### src/rtl/pixel_engine_scheduler.sv
`default_nettype none
// ============================================================================
// Module  : pixel_engine_scheduler
// Purpose : Round-robin dispatch of raster pixels to escape-time engines and
//           raster-ordered re-emission of their iteration counts.
// Rev     : 1.0  initial release
// ============================================================================
module pixel_engine_scheduler #(
    parameter int NUM_ENGINES = 2,
    parameter int X_SIZE      = 640,
    parameter int Y_SIZE      = 480,
    parameter int ITER_W      = 8
) (
    input  logic                          out_stream_aclk,
    input  logic                          periph_reset,
    input  logic                          ctrl_run,
    output logic                          ctrl_busy,
    output logic                          ctrl_frame_done,
    output logic [15:0]                   ctrl_frame_cnt,
    output logic                          err_spurious,
    output logic [NUM_ENGINES-1:0]        eng_start,
    output logic [9:0]                    eng_x,
    output logic [8:0]                    eng_y,
    input  logic [NUM_ENGINES-1:0]        eng_done,
    input  logic [NUM_ENGINES*ITER_W-1:0] eng_iter,
    output logic                          pix_valid,
    output logic [ITER_W-1:0]             pix_iter,
    output logic                          pix_sof,
    output logic                          pix_eol,
    input  logic                          pix_ready
);

    localparam int                 c_PTR_W    = (NUM_ENGINES > 1) ? $clog2(NUM_ENGINES) : 1;
    localparam logic [c_PTR_W-1:0] c_PTR_LAST = c_PTR_W'(NUM_ENGINES - 1);
    localparam logic [9:0]         c_X_LAST   = 10'(X_SIZE - 1);
    localparam logic [8:0]         c_Y_LAST   = 9'(Y_SIZE - 1);

    typedef enum logic [1:0] {S_IDLE = 2'd0, S_RUN = 2'd1, S_DRAIN = 2'd2} state_t;
    typedef enum logic [1:0] {SL_IDLE = 2'd0, SL_RUNNING = 2'd1, SL_DONE = 2'd2} slot_t;

    state_t               r_state, w_state_n;
    slot_t                r_slot   [NUM_ENGINES];
    slot_t                w_slot_n [NUM_ENGINES];
    logic [NUM_ENGINES-1:0] r_stale, w_stale_n, w_start_n;
    logic [c_PTR_W-1:0]   r_wr_ptr, r_rd_ptr, w_wr_n, w_rd_n;
    logic [9:0]           r_x, r_ox, w_x_n, w_ox_n;
    logic [8:0]           r_y, r_oy, w_y_n, w_oy_n;
    logic                 w_xfer, w_dispatch, w_last_disp, w_last_out, w_valid_n, w_err_n;
    logic [ITER_W-1:0]    w_iter_n;

    function automatic logic [c_PTR_W-1:0] ptr_inc(input logic [c_PTR_W-1:0] p);
        return (p == c_PTR_LAST) ? '0 : p + 1'b1;
    endfunction

    always_comb begin
        w_xfer      = pix_valid & pix_ready;
        w_dispatch  = ((r_state == S_RUN) || ((r_state == S_IDLE) && ctrl_run))
                      && (r_slot[r_wr_ptr] == SL_IDLE);
        w_last_disp = (r_x == c_X_LAST) && (r_y == c_Y_LAST);
        w_last_out  = (r_ox == c_X_LAST) && (r_oy == c_Y_LAST);

        w_wr_n = w_dispatch ? ptr_inc(r_wr_ptr) : r_wr_ptr;
        w_rd_n = w_xfer ? ptr_inc(r_rd_ptr) : r_rd_ptr;

        w_x_n = r_x;
        w_y_n = r_y;
        if (w_dispatch) begin
            w_x_n = (r_x == c_X_LAST) ? '0 : r_x + 10'd1;
            if (r_x == c_X_LAST)
                w_y_n = (r_y == c_Y_LAST) ? '0 : r_y + 9'd1;
        end
        w_ox_n = r_ox;
        w_oy_n = r_oy;
        if (w_xfer) begin
            w_ox_n = (r_ox == c_X_LAST) ? '0 : r_ox + 10'd1;
            if (r_ox == c_X_LAST)
                w_oy_n = (r_oy == c_Y_LAST) ? '0 : r_oy + 9'd1;
        end

        w_state_n = r_state;
        case (r_state)
            S_IDLE:  if (ctrl_run) w_state_n = S_RUN;
            S_RUN:   if (w_dispatch && w_last_disp && !ctrl_run) w_state_n = S_DRAIN;
            S_DRAIN: if (w_xfer && w_last_out) w_state_n = S_IDLE;
            default: w_state_n = S_IDLE;
        endcase

        w_start_n = '0;
        if (w_dispatch)
            w_start_n[r_wr_ptr] = 1'b1;

        // A stale slot absorbs one completion from an engine launched before reset.
        w_err_n   = err_spurious;
        w_stale_n = r_stale;
        for (int k = 0; k < NUM_ENGINES; k++) begin
            w_slot_n[k] = r_slot[k];
            if (eng_done[k]) begin
                if (r_slot[k] == SL_RUNNING)
                    w_slot_n[k] = SL_DONE;
                else if (r_stale[k])
                    w_stale_n[k] = 1'b0;
                else
                    w_err_n = 1'b1;
            end
            if (w_xfer && (r_rd_ptr == c_PTR_W'(k)))
                w_slot_n[k] = SL_IDLE;
            if (w_dispatch && (r_wr_ptr == c_PTR_W'(k))) begin
                w_slot_n[k]  = SL_RUNNING;
                w_stale_n[k] = 1'b0;
            end
        end

        w_valid_n = (w_slot_n[w_rd_n] == SL_DONE);
        w_iter_n  = w_valid_n ? eng_iter[int'(w_rd_n)*ITER_W +: ITER_W] : '0;
    end

    always_ff @(posedge out_stream_aclk) begin
        if (periph_reset) begin
            r_state <= S_IDLE;
            for (int k = 0; k < NUM_ENGINES; k++)
                r_slot[k] <= SL_IDLE;
            r_stale         <= '1;
            r_wr_ptr        <= '0;
            r_rd_ptr        <= '0;
            r_x             <= '0;
            r_y             <= '0;
            r_ox            <= '0;
            r_oy            <= '0;
            ctrl_busy       <= 1'b0;
            ctrl_frame_done <= 1'b0;
            ctrl_frame_cnt  <= '0;
            err_spurious    <= 1'b0;
            eng_start       <= '0;
            eng_x           <= '0;
            eng_y           <= '0;
            pix_valid       <= 1'b0;
            pix_iter        <= '0;
            pix_sof         <= 1'b0;
            pix_eol         <= 1'b0;
        end else begin
            r_state <= w_state_n;
            for (int k = 0; k < NUM_ENGINES; k++)
                r_slot[k] <= w_slot_n[k];
            r_stale         <= w_stale_n;
            r_wr_ptr        <= w_wr_n;
            r_rd_ptr        <= w_rd_n;
            r_x             <= w_x_n;
            r_y             <= w_y_n;
            r_ox            <= w_ox_n;
            r_oy            <= w_oy_n;
            ctrl_busy       <= (w_state_n != S_IDLE);
            ctrl_frame_done <= w_xfer && w_last_out;
            if (w_xfer && w_last_out)
                ctrl_frame_cnt <= ctrl_frame_cnt + 16'd1;
            err_spurious    <= w_err_n;
            eng_start       <= w_start_n;
            eng_x           <= w_dispatch ? r_x : '0;
            eng_y           <= w_dispatch ? r_y : '0;
            pix_valid       <= w_valid_n;
            pix_iter        <= w_iter_n;
            pix_sof         <= w_valid_n && (w_ox_n == '0) && (w_oy_n == '0);
            pix_eol         <= w_valid_n && (w_ox_n == c_X_LAST);
        end
    end

endmodule
`default_nettype wire
### config.mk
export PLATFORM = sky130hd
export DESIGN_NAME = pixel_engine_scheduler
export DESIGN_NICKNAME = d
export VERILOG_FILES = /design/src/rtl/pixel_engine_scheduler.sv
export SDC_FILE = /design/constraint.sdc
export NUM_CORES = 1
export LEC_CHECK = 0
export CAP_MARGIN = 30
export CORE_ASPECT_RATIO = 0.6
export CORE_UTILIZATION = 58
export CTS_BUF_LIST = sky130_fd_sc_hd__clkbuf_2 sky130_fd_sc_hd__clkbuf_4 sky130_fd_sc_hd__clkbuf_8
export CTS_CLUSTER_SIZE = 14
export DETAILED_ROUTE_END_ITERATION = 16
export GPL_TIMING_DRIVEN = 0
export PLACE_DENSITY = 0.86
export SETUP_SLACK_MARGIN = 0.05
export SLEW_MARGIN = 20
export SYNTH_ARGS = -nofsm -noshare
export SYNTH_HDL_FRONTEND = slang
export SYNTH_SLANG_ARGS = --single-unit
### constraint.sdc
create_clock -name out_stream_aclk -period 7 [get_ports out_stream_aclk]
set_input_delay 1.05 -clock out_stream_aclk [delete_from_list [all_inputs] [get_ports out_stream_aclk]]
set_output_delay 1.05 -clock out_stream_aclk [all_outputs]
set_load 0.05 [all_outputs]
# Word-level counts from Yosys, hierarchy flattened
# Memories as Yosys holds them, arrays and structs flattened. A register that Yosys moved wholly into a read port is not among the register bits.
# Index checks and enable logic that the tools add are counted.
# word_totals
ff_bits,95
mem_bits_rw,4
memories,1
word_cells,127
# classes
n_eq_ne,12
n_mux,46
order_cmp,3
n_shift,1
bitwise,8
n_reduce_logical,29
addsub,7
# memory_table
name,depth,word_bits,rd,rd_ports_with_merged_regs,wr,line_no,source
r_slot,2,2,3,1,2,42,slot_t r_slot [NUM_ENGINES];
# op_table
cell,n
$mux 9,4
$mux 2,16
$eq 10x10->1 const B,3
$mux 10,3
$mux 1,21
$add 10x1->10 const B,2
$add 9x1->9 const B,2
$eq 9x9->1 const B,2
$add 16x1->16 const B,1
$shiftx 16x5->8,1
$logic_and 1x1->1,15
$logic_not 10->1,1
$logic_not 9->1,1
$eq 2x1->1 const B,3
$pmux 2 s3,1
$reduce_and 2->1,3
$reduce_bool 2->1,3
$eq 2x2->1 const B,2
$logic_not 2->1,2
$ne 2x1->1 const B,2
$not 1->1,4
$reduce_or 2->1,2
$add 1x1->1 const B,2
$ge 2x2->1 const B,1
other kinds (8),9

# Longest topological paths before layout
# Gate-level depths: netlist (run 1).
# depth
word_depth,12
depth_mapped,11

# Worst setup path before layout (run 1)
# No wires, ideal clock.
# synth_path
path_type,input port to flip-flop
start,input port ctrl_run
end,register pix_sof
cell_stages,11
setup_ns,0.088
arrival_ns,3.013
slack_ns,3.899
cell_sequence,o21bai_1 -> o21bai_1 -> clkinv_1 -> ha_1 -> nor3_1 -> nand2_1 -> o22a_1 -> clkbuf_1 -> nand3b_1 -> nand4b_1 -> nor4_2
# synth_between
elab_chain_cells,11
# synth_lines
element,line_no,source
"start, declared",16,"input logic ctrl_run,"
$logic_and 1x1->1 (*),57,w_dispatch = ((r_state == S_RUN) || ((r_state == S_IDLE) && ctrl_run))
$logic_or 1x1->1 (*),57,
$logic_and 1x1->1 (*),58,&& (r_slot[r_wr_ptr] == SL_IDLE);
$logic_and 1x1->1,107,if (w_dispatch && (r_wr_ptr == c_PTR_W'(k))) begin
$mux 2,107,
$mux 2 (implied by the code) (*) (3 in series),113,w_valid_n = (w_slot_n[w_rd_n] == SL_DONE);
$eq 2x2->1 (*),113,
$logic_and 1x1->1 (*) (2 in series),161,pix_sof <= w_valid_n && (w_ox_n == '0) && (w_oy_n == '0);
"end signal, assigned",161,
"end, declared",28,"output logic pix_sof,"
# Every way passes the cells marked *; elsewhere a longest branch is shown, timed or not. The select of a mux whose other input is x is not followed.
# A chain may end at the register's enable or synchronous reset.

# Worst setup path in the final report (run 1)
# Ends and elaborated chain as after synthesis.

==> results.sh, run 1 <==
export IMPL_outcome="finished clean"
export IMPL_crit_path_end_kind="flop"
export IMPL_n_fill_cell=504
export IMPL_dpl_cell_area_um2=5080
export IMPL_max_freq_ghz=0.264
export IMPL_ys_ff_latch=100
export IMPL_maxCapViolations=0
export IMPL_syn_area_um2=4260
export IMPL_die_w_um=113
export IMPL_tritoncts="done"
export IMPL_h_tree_depth=3
export IMPL_hold_path_depth=1
export IMPL_synth_warnings=0
export IMPL_setup_viol=0
export IMPL_synthToLayoutAreaGrowth_pct=23.3
export IMPL_fin_crit_sh=0.540
export IMPL_drc=0
export IMPL_grt_setup_unrepaired="false"
export IMPL_dieArea_um2=7710
export IMPL_final_common_cell="dfxtp_1"
export IMPL_grt_pass1_wl_mm=15.6
export IMPL_grt_pass1_vias=3289
export IMPL_antenna_found_initial=0
export IMPL_track_usage=0.267
export IMPL_synthDistinctLibCells=52
export IMPL_grt_max_degree=17
export IMPL_drt_vias_per_instance=5.72
export IMPL_drive_gt1_frac=0.0761
export IMPL_cts_resized=0
export IMPL_synth_avg_cell_area_um2=9.15
export IMPL_cts_buffer_depth=2
export IMPL_wl_mm=9.61
export IMPL_die_h_um=68.4
export IMPL_hold_buffers=0
export IMPL_setup_tns_ps=0
export IMPL_crit_path_start_kind="input pin"
export IMPL_core_um2=6880
export IMPL_grt_overflow=0
export IMPL_cts_root_buf="clkbuf_8"
export IMPL_power_density_nw_per_um2=221
export IMPL_cts_made_buffers=9
export IMPL_cts_sinks=100
export IMPL_fin_crit_ps=3780
export IMPL_synth_seq_area_share=0.469
export IMPL_async_reset_ff_frac=0
export IMPL_design_area_um2=5260
export IMPL_antenna_cells=0
export IMPL_drtPass1Iterations=5
export IMPL_layout_common_cells="dfxtp_1 (100), clkdlybuf4s50_1 (71), nor2_1 (61)"
export IMPL_p_leak_nw=1.98
export IMPL_start_util=0.620
export IMPL_peakVddDrop_mv=0.157
export IMPL_finalMaxSlewViolations=0
export IMPL_cts_setup_buffers=0
export IMPL_skew_ps=10.3
export IMPL_hold_violations=0
export IMPL_detailed_place_hpwl_mm=7.19
export IMPL_worst_pin_slew_ps=598
export IMPL_criticalPathCategory="input pin to flop"
export IMPL_cp_max_fo=10
export IMPL_relSlewSlack=0.598
export IMPL_ff2ff_path_depth=11
export IMPL_port_buffers=71
export IMPL_num_rows=23
export IMPL_clk_pin_slew_ps=90
export IMPL_syn_inst=466
export IMPL_ant_nets=0
export IMPL_wl_per_cell_um=15.0
export IMPL_ys_flop_type="dfxtp_1"
export IMPL_synth_edff_count=0
export IMPL_clk_latency_ps=370
export IMPL_nNetsFinal=579
export IMPL_crit_required_ps=7290
export IMPL_io_pin_count=73
export IMPL_place_gp_congestion=0.893
export IMPL_drt_initial_drc_count=212
export IMPL_synth_fp_nets=497
export IMPL_min_path_type="flop to flop"
export IMPL_vias=3653
export IMPL_cp_data_arrival_time_ps=4070
==> cells by family (layout without fill, tap and decap cells) <==
family	after synthesis	in the layout	synth area share
simple gates	216	216	0.281
flops	100	100	0.469
compound gates	59	59	0.0825
xor+xnor	35	35	0.0719
buf+inv	33	119	0.0352
mux	14	14	0.0340
fa+ha+maj	9	9	0.0264
==> power breakdown <==
part / total (W) / switching (W) / internal, W
logic: 0.000206 / 0.000127 / 0.0000792
registers: 0.000624 / 0.0000240 / 0.000600
clock network: 0.000334 / 0.000196 / 0.000138
==> path summary, 6_finish.rpt <==
path,slack [ps],endpoint,start
worst max-delay path,3220,pix_sof,ctrl_run
worst min-delay path,480,r_state[0],r_state[1]
worst max register to register,4020,pix_sof,r_state[0]
worst min register to register,480,r_state[0],r_state[1]
==> registers in the layout (all words and copies together) (netlist names), 2 cells and up, named ones only <==
register / count
eng_x: 10
r_state: 2
ctrl_frame_cnt: 16
eng_y: 9
r_x: 10
pix_iter: 8
r_y: 9
r_stale: 2
r_oy: 9
r_slot: 4
eng_start: 2
r_ox: 10
==> area by class of cell <==
type	count	area [µm²]	share of cell area
clock buffer	10	138	0.0262
timing repair buffer	71	711	0.135
tap	87	109	0.0207
clock inverter	5	35.0	0.00667
buffer	22	109	0.0207
sequential	100	2000	0.381
multi-input combinational	333	2110	0.402
inverter	11	41.3	0.00786
==> per-layer routing <==
metal  GRT usage  part of all wire  vias up
met1       0.339              0.46     1708
met5           0                 0        -
met4      0.0883            0.0077        0
met3      0.0903             0.082        8
met2       0.433              0.45      152
li1            -                 -     1785
==> critical path, cell delays in order <==
cell	delay (ps)
clkdlybuf4s50_1	450
o21bai_1	280
o21bai_1	280
clkinv_1	350
ha_1	300
nor3_1	220
nand2_1	100
o22a_1	160
clkbuf_1	220
nand3b_1	280
nand4b_1	220
nor4_2	160
==> synth_stat cells (all sizes together) (2+ instances only) <==
master	count	area share
nor3b	2	0.0035
and2	20	0.029
or2	2	0.0029
a21oi	24	0.028
inv	10	0.0088
buf	11	0.015
nand3	18	0.025
nor4	8	0.016
a31o	3	0.0062
nand2	29	0.026
dfxtp	100	0.47
a31oi	3	0.0044
nor2b	10	0.015
o31ai	3	0.0053
nand4	19	0.028
nor2	61	0.054
xor2	21	0.043
o22ai	2	0.0029
o21ai	15	0.018
ha	9	0.026
mux2i	13	0.031
and4	6	0.012
nor3	14	0.020
clkbuf	11	0.010
a211o	2	0.0041
nand3b	2	0.0035
xnor2	14	0.029
and3	9	0.013
nand4b	2	0.0041
o21bai	2	0.0035
or3	9	0.013
==> metrics by stage <==
stage	util	power, W	worst slack, ps	cells	hold slack [ps]
after global routing	0.764	0.00122	3070	639	503
after global placement	0.739	0.000830	2920	624	423
after CTS	0.764	0.00117	3280	639	479
final	0.764	0.00116	3220	639	484
after floorplan	-	0.000772	3900	466	418
after detailed placement	0.739	0.000839	2890	624	464
(Power assumes the default switching activity.)
==> inputs of run 2 (changes only) <==
--- a/config.mk
+++ b/config.mk
@@ -7,12 +7,12 @@
 export LEC_CHECK = 0
 export CAP_MARGIN = 30
 export CORE_ASPECT_RATIO = 0.6
-export CORE_UTILIZATION = 58
+export CORE_UTILIZATION = 49
 export CTS_BUF_LIST = sky130_fd_sc_hd__clkbuf_2 sky130_fd_sc_hd__clkbuf_4 sky130_fd_sc_hd__clkbuf_8
 export CTS_CLUSTER_SIZE = 14
 export DETAILED_ROUTE_END_ITERATION = 16
 export GPL_TIMING_DRIVEN = 0
-export PLACE_DENSITY = 0.86
+export PLACE_DENSITY = 0.78
 export SETUP_SLACK_MARGIN = 0.05
 export SLEW_MARGIN = 20
 export SYNTH_ARGS = -nofsm -noshare
==> constraint.sdc (replaced) <==
create_clock -name out_stream_aclk -period 3.2 [get_ports out_stream_aclk]
set_input_delay 0.48 -clock out_stream_aclk [delete_from_list [all_inputs] [get_ports out_stream_aclk]]
set_output_delay 0.48 -clock out_stream_aclk [all_outputs]
set_load 0.05 [all_outputs]
==> results.sh, run 2 (synthesized netlist as in run 1, its figures left out) <==
export IMPL_outcome="finished clean"
export IMPL_die_h_um=74.3
export IMPL_drtPass1Iterations=4
export IMPL_track_usage=0.225
export IMPL_num_rows=25
export IMPL_skew_ps=7.97
export IMPL_p_leak_nw=1.99
export IMPL_place_gp_congestion=0.913
export IMPL_crit_path_end_kind="flop"
export IMPL_cpPeakStageDelay_ps=450
export IMPL_fin_crit_ps=2930
export IMPL_internal_power_w=0.00182
export IMPL_hold_violations=0
export IMPL_cp_data_arrival_time_ps=3210
export IMPL_layout_common_cells="dfxtp_1 (100), clkdlybuf4s50_1 (71), nor2_1 (61)"
export IMPL_fin_crit_sh=0.915
export IMPL_setup_viol=0
export IMPL_cts_sinks=100
export IMPL_use_met2=0.345
export IMPL_cts_made_buffers=9
export IMPL_port_buffers=71
export IMPL_crit_required_ps=3490
export IMPL_ant_nets=0
export IMPL_hold_buffers=0
export IMPL_core_um2=8130
export IMPL_dieArea_um2=9090
export IMPL_clk_latency_ps=370
export IMPL_pwr_share_comb=0.176
export IMPL_synthToLayoutAreaGrowth_pct=24.3
export IMPL_drc=0
export IMPL_drive_gt1_frac=0.0814
export IMPL_top_usage_layer="met2"
export IMPL_drt_vias_per_instance=5.54
export IMPL_detailed_place_hpwl_mm=7.27
export IMPL_cts_buffer_depth=2
export IMPL_worst_pin_slew_ps=623
export IMPL_maxCapViolations=0
export IMPL_h_tree_depth=3
export IMPL_grt_pass1_vias=3266
export IMPL_power_density_nw_per_um2=487
export IMPL_cts_root_buf="clkbuf_8"
export IMPL_ff2ff_path_depth=11
export IMPL_switchingPower_w=0.000764
export IMPL_setup_tns_ps=0
export IMPL_die_w_um=122
export IMPL_grt_pass1_wl_mm=15.5
export IMPL_antenna_found_initial=0
export IMPL_final_common_cell="dfxtp_1"
export IMPL_grt_use_met3=0.0644
export IMPL_worst_r2r_endpoint="pix_sof"
export IMPL_cp_endpoint="pix_sof"
export IMPL_place_ws_ps=-331
export IMPL_relSlewSlack=0.581
export IMPL_crit_path_start_kind="input pin"
export IMPL_regMostFlops="ctrl_frame_cnt"
export IMPL_reg2reg_slack_ps=510
export IMPL_drt_initial_drc_count=282
export IMPL_path_cells="clkdlybuf4s50_1 > o21bai_1 > o21bai_2 > clkinv_2 > ha_1 > nor3_1 > nand2_1 > o22a_1 > clkbuf_1 > nand3b_1 > nand4b_1 > nor4_2"
export IMPL_peakVddDrop_mv=0.248
export IMPL_p_seq_frac=0.530
export IMPL_layout_setup_ws_ps=271
export IMPL_rr_startpoint="r_state[0]"
export IMPL_io_pin_count=73
export IMPL_vias=3664
export IMPL_grt_overflow=0
export IMPL_clkPwrFrac=0.294
export IMPL_min_path_type="flop to flop"
export IMPL_largest_register_ffs=16
export IMPL_start_util=0.524
export IMPL_wl_per_cell_um=14.7
export IMPL_max_freq_ghz=0.341
export IMPL_criticalPathCategory="input pin to flop"
export IMPL_met1_usage=0.304
export IMPL_clk_pin_slew_ps=90
export IMPL_p_sw_frac=0.296
export IMPL_nNetsFinal=579
export IMPL_grt_max_degree=17
export IMPL_cp_max_fo=10
export IMPL_tritoncts="done"
export IMPL_worst_path_max_delay_cell="clkdlybuf4s50_1"
export IMPL_wl_mm=9.71
export IMPL_finalMaxSlewViolations=0
export IMPL_worstHoldStart="r_state[1]"
export IMPL_grt_setup_unrepaired="false"
export IMPL_worstSetupStartpoint="ctrl_run"
export IMPL_antenna_cells=0
## run 2: cell count changes in the layout (fill, tap and decap cells not counted), sizes merged
cell    change
clkbuf      +1
clkinv      +1
inv         -1
## run 2: worst min path at each step
stage                       endpoint  slack (ps)  depth (start not counted)
after floorplan           r_state[0]         420                          1
after global placement    r_state[0]         430                          1
after detailed placement  r_state[0]         440                          1
after CTS                 r_state[0]         460                          1
after global routing      r_state[0]         470                          1
final                     r_state[0]         460                          1
## run 2: layer usage
metal,share of wire,up-vias
met2,0.44,134
met4,0.0077,0
li1,-,1791
met1,0.48,1733
met5,0,-
met3,0.078,6
## run 2: stage by stage
stage          area, µm²  utilization  hold WS [ps]  instances  power [W]
2_1_floorplan       4260            -           418        466    0.00169
3_3_place_gp        5110        0.628           426        645    0.00182
3_5_place_dp        5110        0.628           445        645    0.00184
4_1_cts             5300        0.651           456        661    0.00259
5_1_grt             5300        0.652           473        661    0.00269
6_report            5300        0.652           460        661    0.00258
## run 2: timing repair
item | 4_1_cts | 5_1_grt
endpoints found under the setup margin | 1 | 1
resized for setup | 1 | 1
setup buffers | 0 | 0
cloned | 0 | 0
## run 2: area by class of cell
| type | count | area [µm²] |
|---|---|---|
| Timing Repair Buffer | 71 | 711 |
| Clock buffer | 11 | 151 |
| Tap cell | 108 | 135 |
| Buffer | 22 | 109 |
| Sequential cell | 100 | 2000 |
| Multi-Input combinational cell | 333 | 2120 |
| Inverter | 11 | 42.5 |
| Clock inverter | 5 | 35.0 |
| Fill cell | 684 | 2830 |
## run 2: worst max-delay path, delay by kind of cell
| family | cells | cell delay [ps] |
|---|---|---|
| adder cells (fa/ha/maj) | 1 | 250 |
| AO/OA/AOI/OAI | 3 | 630 |
| buffers and inverters | 3 | 870 |
| AND/OR/NAND/NOR | 5 | 960 |
## run 2: power by group through the flow
stage | logic [W] | registers, W | clock network (W)
global route | 0.000496 | 0.00138 | 0.000818
finish | 0.000455 | 0.00137 | 0.000758
CTS | 0.000450 | 0.00137 | 0.000769
detailed placement | 0.000447 | 0.00140 | 0
floorplan | 0.000220 | 0.00147 | 0
global placement | 0.000430 | 0.00139 | 0
==> inputs of run 3 (changes only) <==
--- a/config.mk
+++ b/config.mk
@@ -7,13 +7,12 @@
 export LEC_CHECK = 0
 export CAP_MARGIN = 30
 export CORE_ASPECT_RATIO = 0.6
-export CORE_UTILIZATION = 49
+export CORE_UTILIZATION = 58
 export CTS_BUF_LIST = sky130_fd_sc_hd__clkbuf_2 sky130_fd_sc_hd__clkbuf_4 sky130_fd_sc_hd__clkbuf_8
 export CTS_CLUSTER_SIZE = 14
 export DETAILED_ROUTE_END_ITERATION = 16
 export GPL_TIMING_DRIVEN = 0
-export PLACE_DENSITY = 0.78
-export SETUP_SLACK_MARGIN = 0.05
+export PLACE_DENSITY = 0.86
 export SLEW_MARGIN = 20
 export SYNTH_ARGS = -nofsm -noshare
 export SYNTH_HDL_FRONTEND = slang
==> constraint.sdc (replaced) <==
create_clock -name out_stream_aclk -period 3.6 [get_ports out_stream_aclk]
set_input_delay 0.54 -clock out_stream_aclk [delete_from_list [all_inputs] [get_ports out_stream_aclk]]
set_output_delay 0.54 -clock out_stream_aclk [all_outputs]
set_load 0.05 [all_outputs]
==> results of run 3 <==
Same layout as run 1 (identical final DEF). Status: finished clean.
Among the figures that moved: setup slack after placement 2890 ps -> 1.87 ps; setup slack after layout 3220 ps -> 327 ps; register-to-register setup slack 4020 ps -> 620 ps; total power 0.00116 W -> 0.00226 W; worst IR drop on VDD 0.157 mV -> 0.305 mV
